File: config.mk
export PLATFORM = sky130hd
export DESIGN_NAME = rocketcpu_audio_wb_arbiter
export DESIGN_NICKNAME = d
export VERILOG_FILES = /design/src/rtl/rocketcpu_audio_pkg.sv /design/src/rtl/rocketcpu_rr_arbiter2.sv /design/src/rtl/rocketcpu_audio_wb_arbiter.sv
export SDC_FILE = /design/constraint.sdc
export NUM_CORES = 1
export LEC_CHECK = 0
export CORE_AREA = 2 2 123 125
export DETAILED_ROUTE_END_ITERATION = 6
export DIE_AREA = 0 0 125 127
export PLACE_DENSITY = 0.54
export SYNTH_ARGS = -nofsm -noshare
export SYNTH_HDL_FRONTEND = slang
export SYNTH_SLANG_ARGS = --single-unit
File: constraint.sdc
create_clock -name i_wb_clk -period 1.79 [get_ports i_wb_clk]
set_input_delay 0.179 -clock i_wb_clk [delete_from_list [all_inputs] [get_ports i_wb_clk]]
set_output_delay 0.179 -clock i_wb_clk [all_outputs]
set_load 0.03 [all_outputs]
File: src/rtl/rocketcpu_audio_pkg.sv
// Shared definitions for the audio register bus arbiter: FSM state
// encoding, audio register map bases and the default slave timeout.
package rocketcpu_audio_pkg;

  typedef enum logic [1:0] {
    IDLE    = 2'd0,
    BUSY0   = 2'd1,
    BUSY1   = 2'd2,
    RELEASE = 2'd3
  } arb_state_t;

  localparam logic [31:0] AUDIO_REG_BASE   = 32'h1000_0000;
  localparam logic [31:0] INPUT_PARAM_BASE = 32'h1001_0000;

  localparam int DEFAULT_TIMEOUT_CYCLES = 64;

  // Last-grant value after reset: pointing at master 1 makes master 0 win
  // the first tie.
  localparam logic RR_LAST_RESET = 1'b1;

endpackage

File: src/rtl/rocketcpu_rr_arbiter2.sv
// Two-way round-robin picker with its last-grant register. The pick is
// combinational; last only moves when a grant is actually issued.
module rocketcpu_rr_arbiter2
  import rocketcpu_audio_pkg::*;
(
  input  logic clk,
  input  logic rst_n,
  input  logic req0,
  input  logic req1,
  input  logic en,
  output logic gnt0,
  output logic gnt1
);

  logic last;

  // Pick a winner; on a tie the master that was not granted last wins.
  always_comb begin
    gnt0 = 1'b0;
    gnt1 = 1'b0;
    if (en) begin
      if (req0 && req1) begin
        if (last) gnt0 = 1'b1;
        else      gnt1 = 1'b1;
      end else if (req0) begin
        gnt0 = 1'b1;
      end else if (req1) begin
        gnt1 = 1'b1;
      end
    end
  end

  // Remember which master received the most recent grant.
  always_ff @(posedge clk or negedge rst_n) begin
    if (!rst_n)    last <= RR_LAST_RESET;
    else if (gnt0) last <= 1'b0;
    else if (gnt1) last <= 1'b1;
  end

endmodule

File: src/rtl/rocketcpu_audio_wb_arbiter.sv
// Two-master / one-slave Wishbone arbiter in front of the audio parameter
// register slave. One transaction per grant, round-robin between masters,
// and a forced idle cycle on the slave bus after every transaction because
// the slave derives its ack from cyc.
// Optional macro ROCKETCPU_AUDIO_ARB_TIMEOUT_EN adds a per-transaction
// watchdog that completes a hung access with zero data and raises the
// sticky o_timeout flag.
module rocketcpu_audio_wb_arbiter
  import rocketcpu_audio_pkg::*;
#(
  parameter int TIMEOUT_CYCLES = DEFAULT_TIMEOUT_CYCLES,
  parameter int TO_W           = 7
) (
  input  logic        i_wb_clk,
  input  logic        i_rst_n,
  input  logic [31:0] i_m0_adr,
  input  logic [31:0] i_m0_dat,
  input  logic [3:0]  i_m0_sel,
  input  logic        i_m0_we,
  input  logic        i_m0_cyc,
  output logic [31:0] o_m0_rdt,
  output logic        o_m0_ack,
  input  logic [31:0] i_m1_adr,
  input  logic [31:0] i_m1_dat,
  input  logic [3:0]  i_m1_sel,
  input  logic        i_m1_we,
  input  logic        i_m1_cyc,
  output logic [31:0] o_m1_rdt,
  output logic        o_m1_ack,
  output logic [31:0] o_s_adr,
  output logic [31:0] o_s_dat,
  output logic [3:0]  o_s_sel,
  output logic        o_s_we,
  output logic        o_s_cyc,
  input  logic [31:0] i_s_rdt,
  input  logic        i_s_ack,
  output logic        o_timeout
);

  // The timeout counter must be able to hold TIMEOUT_CYCLES-1.
  if (TIMEOUT_CYCLES >= (1 << TO_W)) begin : g_to_w_check
    $error("TO_W is too narrow for TIMEOUT_CYCLES");
  end

  arb_state_t state;
  arb_state_t state_nxt;
  logic       arb_en;
  logic       gnt0;
  logic       gnt1;
  logic       to_fire;

  assign arb_en = (state == IDLE);

  rocketcpu_rr_arbiter2 u_rr (
    .clk   (i_wb_clk),
    .rst_n (i_rst_n),
    .req0  (i_m0_cyc),
    .req1  (i_m1_cyc),
    .en    (arb_en),
    .gnt0  (gnt0),
    .gnt1  (gnt1)
  );

`ifdef ROCKETCPU_AUDIO_ARB_TIMEOUT_EN
  logic [TO_W-1:0] to_cnt;
  logic            to_flag;
  logic            busy;
  logic            cur_cyc;

  assign busy    = (state == BUSY0) || (state == BUSY1);
  assign cur_cyc = (state == BUSY1) ? i_m1_cyc : i_m0_cyc;
  // A real slave ack in the expiry cycle takes precedence over the timeout.
  assign to_fire = busy && cur_cyc && !i_s_ack &&
                   (to_cnt == TO_W'(TIMEOUT_CYCLES - 1));

  // Count cycles spent in a busy state; zero outside so each grant starts fresh.
  always_ff @(posedge i_wb_clk or negedge i_rst_n) begin
    if (!i_rst_n)  to_cnt <= '0;
    else if (busy) to_cnt <= to_cnt + TO_W'(1);
    else           to_cnt <= '0;
  end

  // Sticky timeout flag, cleared only by reset.
  always_ff @(posedge i_wb_clk or negedge i_rst_n) begin
    if (!i_rst_n)     to_flag <= 1'b0;
    else if (to_fire) to_flag <= 1'b1;
  end

  assign o_timeout = to_flag;
`else
  assign to_fire   = 1'b0;
  assign o_timeout = 1'b0;
`endif

  // FSM state register; reset drops the slave bus immediately.
  always_ff @(posedge i_wb_clk or negedge i_rst_n) begin
    if (!i_rst_n) state <= IDLE;
    else          state <= state_nxt;
  end

  // Next state plus the bus mux: only the granted master reaches the slave
  // and only it sees ack/rdt; acks are qualified by the master's own cyc.
  always_comb begin
    state_nxt = state;
    o_s_adr   = '0;
    o_s_dat   = '0;
    o_s_sel   = '0;
    o_s_we    = 1'b0;
    o_s_cyc   = 1'b0;
    o_m0_rdt  = '0;
    o_m0_ack  = 1'b0;
    o_m1_rdt  = '0;
    o_m1_ack  = 1'b0;
    case (state)
      IDLE: begin
        if (gnt0)      state_nxt = BUSY0;
        else if (gnt1) state_nxt = BUSY1;
      end
      BUSY0: begin
        o_s_cyc  = 1'b1;
        o_s_adr  = i_m0_adr;
        o_s_dat  = i_m0_dat;
        o_s_sel  = i_m0_sel;
        o_s_we   = i_m0_we;
        o_m0_rdt = to_fire ? '0 : i_s_rdt;
        o_m0_ack = i_m0_cyc && (i_s_ack || to_fire);
        if (!i_m0_cyc || i_s_ack || to_fire) state_nxt = RELEASE;
      end
      BUSY1: begin
        o_s_cyc  = 1'b1;
        o_s_adr  = i_m1_adr;
        o_s_dat  = i_m1_dat;
        o_s_sel  = i_m1_sel;
        o_s_we   = i_m1_we;
        o_m1_rdt = to_fire ? '0 : i_s_rdt;
        o_m1_ack = i_m1_cyc && (i_s_ack || to_fire);
        if (!i_m1_cyc || i_s_ack || to_fire) state_nxt = RELEASE;
      end
      RELEASE: state_nxt = IDLE;
      default: state_nxt = IDLE;
    endcase
  end

endmodule

==> results.cfg, run 1 <==
[outcome]
status = finished clean

[logic_synthesis]
syn_inst = 257
syn-cell-area_um2 = 1580
yosys_register_bits = 3
synthTopCellsByArea = a22oi_1 33%, and2_1 25%, nor2_1 17%
yosys.area.top_type_share = 0.329
synthFlopType = dfrtp_1
ys_types = 23
synth_edf_count = 0
synth_common_cells = 70 x nor2_1, 69 x a22oi_1, 64 x and2_1
yosysSeqAreaShare = 0.0485
synth-async-reset-ratio = 1.00
synth_fp_nets = 437
synth.most_common_cell = nor2_1
synth_largest_area_cell = a22oi_1
avgSynthCellArea_um2 = 6.13
synth_warnings = 0

[place]
place_congestion = 0.861
placed_area_um2 = 4800
dp_cells = 731
place.port_buffers = 310
hpwlAfterDp_um = 8720

[global_route]
antenna_found_initial = 0
gr-usage-all-layers = 0.121
grt_max_degree = 47
grt_overflow = 0
grt_pass1_wl_um = 15900
grt_pass1_vias = 2957

[timing]
setup_tns_ns = 0
whs_ns = 0.141
period_needed_ns = 1.76
setup_viol = 0
hold_viol_final = 0
finalCritPeriodShare = 0.983
grt_setup_unrepaired = true
finClkSkew_ns = 0.00251
fmax_ghz = 0.568
finalMaxSlewViolations = 0

[routing]
vias_per_cell = 4.16
routedWlPerCell_um = 15.6
antenna_left = 0
wl_um = 11600
route.detailed.drc = 0
drtIter0Drc = 89
vias = 3090
dr.pass1.iters = 4

[worst_hold_path]
hp-class = input pin to async pin

[setup_path]
cp-end-kind = primary output
crit_fanout = 33
arrival_ns = 1.58
path_common_cell = buf_4
path_class = flop to primary output
crit_required_ns = 1.61
crit_path_top_delay_cell = dfrtp_1
startpoint_type = flop
cp_cell_sequence = buf_4, ha_4, buf_12, a22oi_1, nor2_1, buf_4
cpPeakStageDelay_ns = 0.38

[cells_and_area]
final_cells = 742
n_antenna_cell = 0
area_growth_pct = 232
nNetsFinal = 739
drive_gt1_frac = 0.371
fin_area_um2 = 5240

[clock_network]
clock_latency_ns = 0.22
path_clk_slew_ns = 0.03
cts_max_path_buffers = 2
root_buffer = clkbuf_16
ctsHoldBuffers = 0
cts_buffers = 3
cts_tree = done
cts.htree.levels = 1
clkSinkCount = 3

[run]
max-cap-violations = 0

[floorplanning]
die_area_um2 = 15900
die_x_um = 125
core_area_um2 = 14400
num_rows = 44
die_h_um = 127
initial_core_util = 0.109
pin_count = 312

[pwr]
irDropWorstVdd_v = 0.000697
powerDensity_nw_per_um2 = 1920
total_power_w = 0.0101
leakage_nw = 2.21
logic make-up after synthesis:
group                      after synthesis  share of synthesized area
other                                    1                    0.00238
adders and majority gates                5                     0.0397
DFF                                      3                     0.0485
AOI/OAI and AO/OA                       75                      0.361
muxes                                    2                     0.0159
buffers and inverters                   33                     0.0945
and+or+nand+nor                        138                      0.438
where the power goes:
group | internal [W] | switching [W]
clock | 0.000294 | 0.0000595
combinational | 0.00406 | 0.00552
sequential | 0.000115 | 0.0000252
total | 0.00447 | 0.00560
critical path: cells and delay by family (launching register included):
family | cells | cell delay, ns
adder cells (fa/ha/maj) | 1 | 0.20
buffers and inverters | 3 | 0.50
flip-flops | 1 | 0.38
AO/OA/AOI/OAI | 1 | 0.19
AND/OR/NAND/NOR | 1 | 0.07
repair_timing:
| action | CTS | global route |
|---|---|---|
| gates cloned | 0 | 6 |
| buffers inserted | 0 | 1 |
| setup endpoints to repair | 79 | 102 |
| gates resized for setup | 10 | 42 |
state kept, by name, summed over array words and instances (netlist names):
name and flops:
state 2, u_rr.last 1
layout make-up:
type,instances,area [um^2]
clock buffer,4,78.8
multi-input combinational,221,1600
inverter,3,16.3
fill,1488,9190
tap,184,230
timing repair buffer,327,3230
sequential,3,76.3
routing by layer:
layer / GRT usage / share of wire / wire (um) / vias up
met4: 0.0111 / 0.0066 / 77 / 0
met1: 0.145 / 0.38 / 4440 / 1423
met3: 0.0264 / 0.070 / 818 / 6
met2: 0.228 / 0.54 / 6270 / 163
met5: 0 / 0 / 0 / -
li1: - / - / - / 1498
per-stage QoR:
step	util	worst slack, ns
floorplan	-	0.0146
global placement	0.333	0.117
global route	0.363	-0.0414
finish	0.363	0.0299
detailed placement	0.333	0.0923
CTS	0.341	-0.0914
worst paths after layout:
check | startpoint | end | slack, ns | cells past startpoint
setup reg to reg | state[1] | state[0] | 0.23 | 5
hold / removal | i_rst_n | state[0] | 0.14 | 1
max in group asynchronous | i_rst_n | u_rr.last | 1.43 | 1
hold reg to reg | u_rr.last | u_rr.last | 0.53 | 2
setup / recovery | state[0] | o_s_adr[30] | 0.03 | 6
min in group i_wb_clk | u_rr.last | u_rr.last | 0.53 | 2
cell usage in the layout (no fill, tap or decap), drive strengths merged:
cell	instances
a21oi	1
a22oi	70
a2bb2oi	1
a31oi	1
and2	64
and3	2
buf	148
clkbuf	8
clkdlybuf4s50	174
conb	1
dfrtp	2
dfstp	1
dlygate4sd2	1
ha	5
inv	3
mux2	1
mux2i	1
nand2	1
nor2	70
nor2b	1
o22ai	2
(Power assumes the default switching activity.)
==> run 2, diff against run 1 <==
--- a/config.mk
+++ b/config.mk
@@ -9,6 +9,7 @@
 export DETAILED_ROUTE_END_ITERATION = 6
 export DIE_AREA = 0 0 125 127
 export PLACE_DENSITY = 0.54
+export SETUP_SLACK_MARGIN = 0.2
 export SYNTH_ARGS = -nofsm -noshare
 export SYNTH_HDL_FRONTEND = slang
 export SYNTH_SLANG_ARGS = --single-unit
==> results.cfg, run 2 (same netlist as run 1, synthesis figures left out) <==
[setup_path]
r2r_setup_slack_ns = 0.08
rr_worst_depth = 8
r2r-end = state[0]
cp-end-kind = primary output
path_class = flop to primary output
crit_required_ns = 1.61
crit_fanout = 7
r2r-start = state[1]
startpoint_type = flop
arrival_ns = 1.65

[timing]
finalMaxSlewViolations = 0
fmax_ghz = 0.547
layout_setup_ws_ns = -0.0388
whs_ns = 0.153
setup_tns_ns = -0.322
finClkSkew_ns = 0.00217
setup_viol = 24
hold_viol_final = 0
finalCritPeriodShare = 1.02
period_needed_ns = 1.83
grt_setup_unrepaired = true

[cells_and_area]
largest_reg_flops = 2
drive_gt1_frac = 0.585
area_growth_pct = 314
layout_commonest_cell = clkdlybuf4s50_1
n_antenna_cell = 0
top_register = state
reg_top3 = state x2, u_rr.last x1
final_core_utilization = 0.452
final_cells = 762
layout_common_cells = 174 x clkdlybuf4s50_1, 128 x buf_6, 53 x nor2_4
nNetsFinal = 759

[global_route]
antenna_found_initial = 0
grt_pass1_vias = 3221
gr-usage-all-layers = 0.143
grt_pass1_wl_um = 18300
grt_max_degree = 28
grt_overflow = 0

[clock_network]
clkSinkCount = 3
cts.htree.levels = 1
cts_tree = done
root_buffer = clkbuf_16
clock_latency_ns = 0.22
cts_buffers = 3
ctsHoldBuffers = 0
path_clk_slew_ns = 0.03
cts_max_path_buffers = 2

[outcome]
violations = negative setup slack
status = finished with violations

[routing]
drtIter0Drc = 98
vias_per_cell = 4.28
route.detailed.drc = 0
dr.pass1.iters = 5
vias = 3265
routedWlPerCell_um = 17.6
wl_um = 13400
antenna_left = 0

[place]
place.port_buffers = 310
dp_cells = 737
hpwlAfterDp_um = 10000
place_congestion = 0.908

[pwr]
irDropWorstVdd_v = 0.00143
total_power_w = 0.0138
powerDensity_nw_per_um2 = 2120
leakage_nw = 2.53

[floorplanning]
die_area_um2 = 15900
num_rows = 44
initial_core_util = 0.109
core_area_um2 = 14400
die_x_um = 125
die_h_um = 127
pin_count = 312

[run]
max-cap-violations = 0

[worst_hold_path]
hp-class = input pin to async pin
run 2: cell types whose count changed in the layout (fill, tap and decap cells not counted), sizes merged:
cell,change
dlygate4sd2,-1
buf,+21
run 2: stage by stage:
stage	setup slack (ns)	instance area, um^2
after global routing	-0.0921	6520
after global placement	0.0717	5120
after CTS	-0.0305	5800
after detailed placement	0.0491	5120
after floorplan	0.123	1910
final	-0.0388	6520
run 2: what timing repair did:
item	in CTS	in global routing
buffers inserted	9	2
endpoints found under the setup margin	135	137
pin swaps	15	13
gates cloned	3	7
resized for setup	106	155
run 2: power by group:
group          internal, W  switching (W)
sequential        0.000115      0.0000303
combinational      0.00635        0.00700
clock             0.000294      0.0000566
total              0.00675        0.00709
run 2: area by class of cell:
cell class                      instances  area, um^2
Timing Repair Buffer                  347        3950
Fill cell                            1355        7900
Sequential cell                         3        76.3
Clock buffer                            4        78.8
Inverter                                3        18.8
Tap cell                              184         230
Multi-Input combinational cell        221        2170
run 2: worst max-delay path by stage:
stage / cells past startpoint / to / slack (ns) / startpoint
6_report: 7 / o_s_sel[3] / -0.04 / state[0]
5_1_grt: 7 / o_s_adr[8] / -0.09 / state[1]
4_1_cts: 6 / o_s_dat[12] / -0.03 / state[1]
3_5_place_dp: 6 / o_s_adr[1] / 0.05 / state[0]
3_3_place_gp: 6 / o_s_dat[30] / 0.07 / state[0]
2_1_floorplan: 6 / o_s_adr[17] / 0.12 / state[0]
run 2: metal layers:
metal | GRT usage | vias to the layer above | wire [um]
met5 | 0 | - | 0
met4 | 0.0157 | 0 | 155
met3 | 0.0243 | 10 | 628
met2 | 0.283 | 133 | 7610
met1 | 0.165 | 1581 | 5000
li1 | - | 1541 | -
run 2: worst max-delay path, cell delays in order, from the launching register on:
cell and delay (ns):
dfrtp_1 0.38, inv_2 0.10, ha_4 0.31, inv_8 0.04
buf_12 0.14, clkbuf_16 0.18, nor2_2 0.12, buf_6 0.14
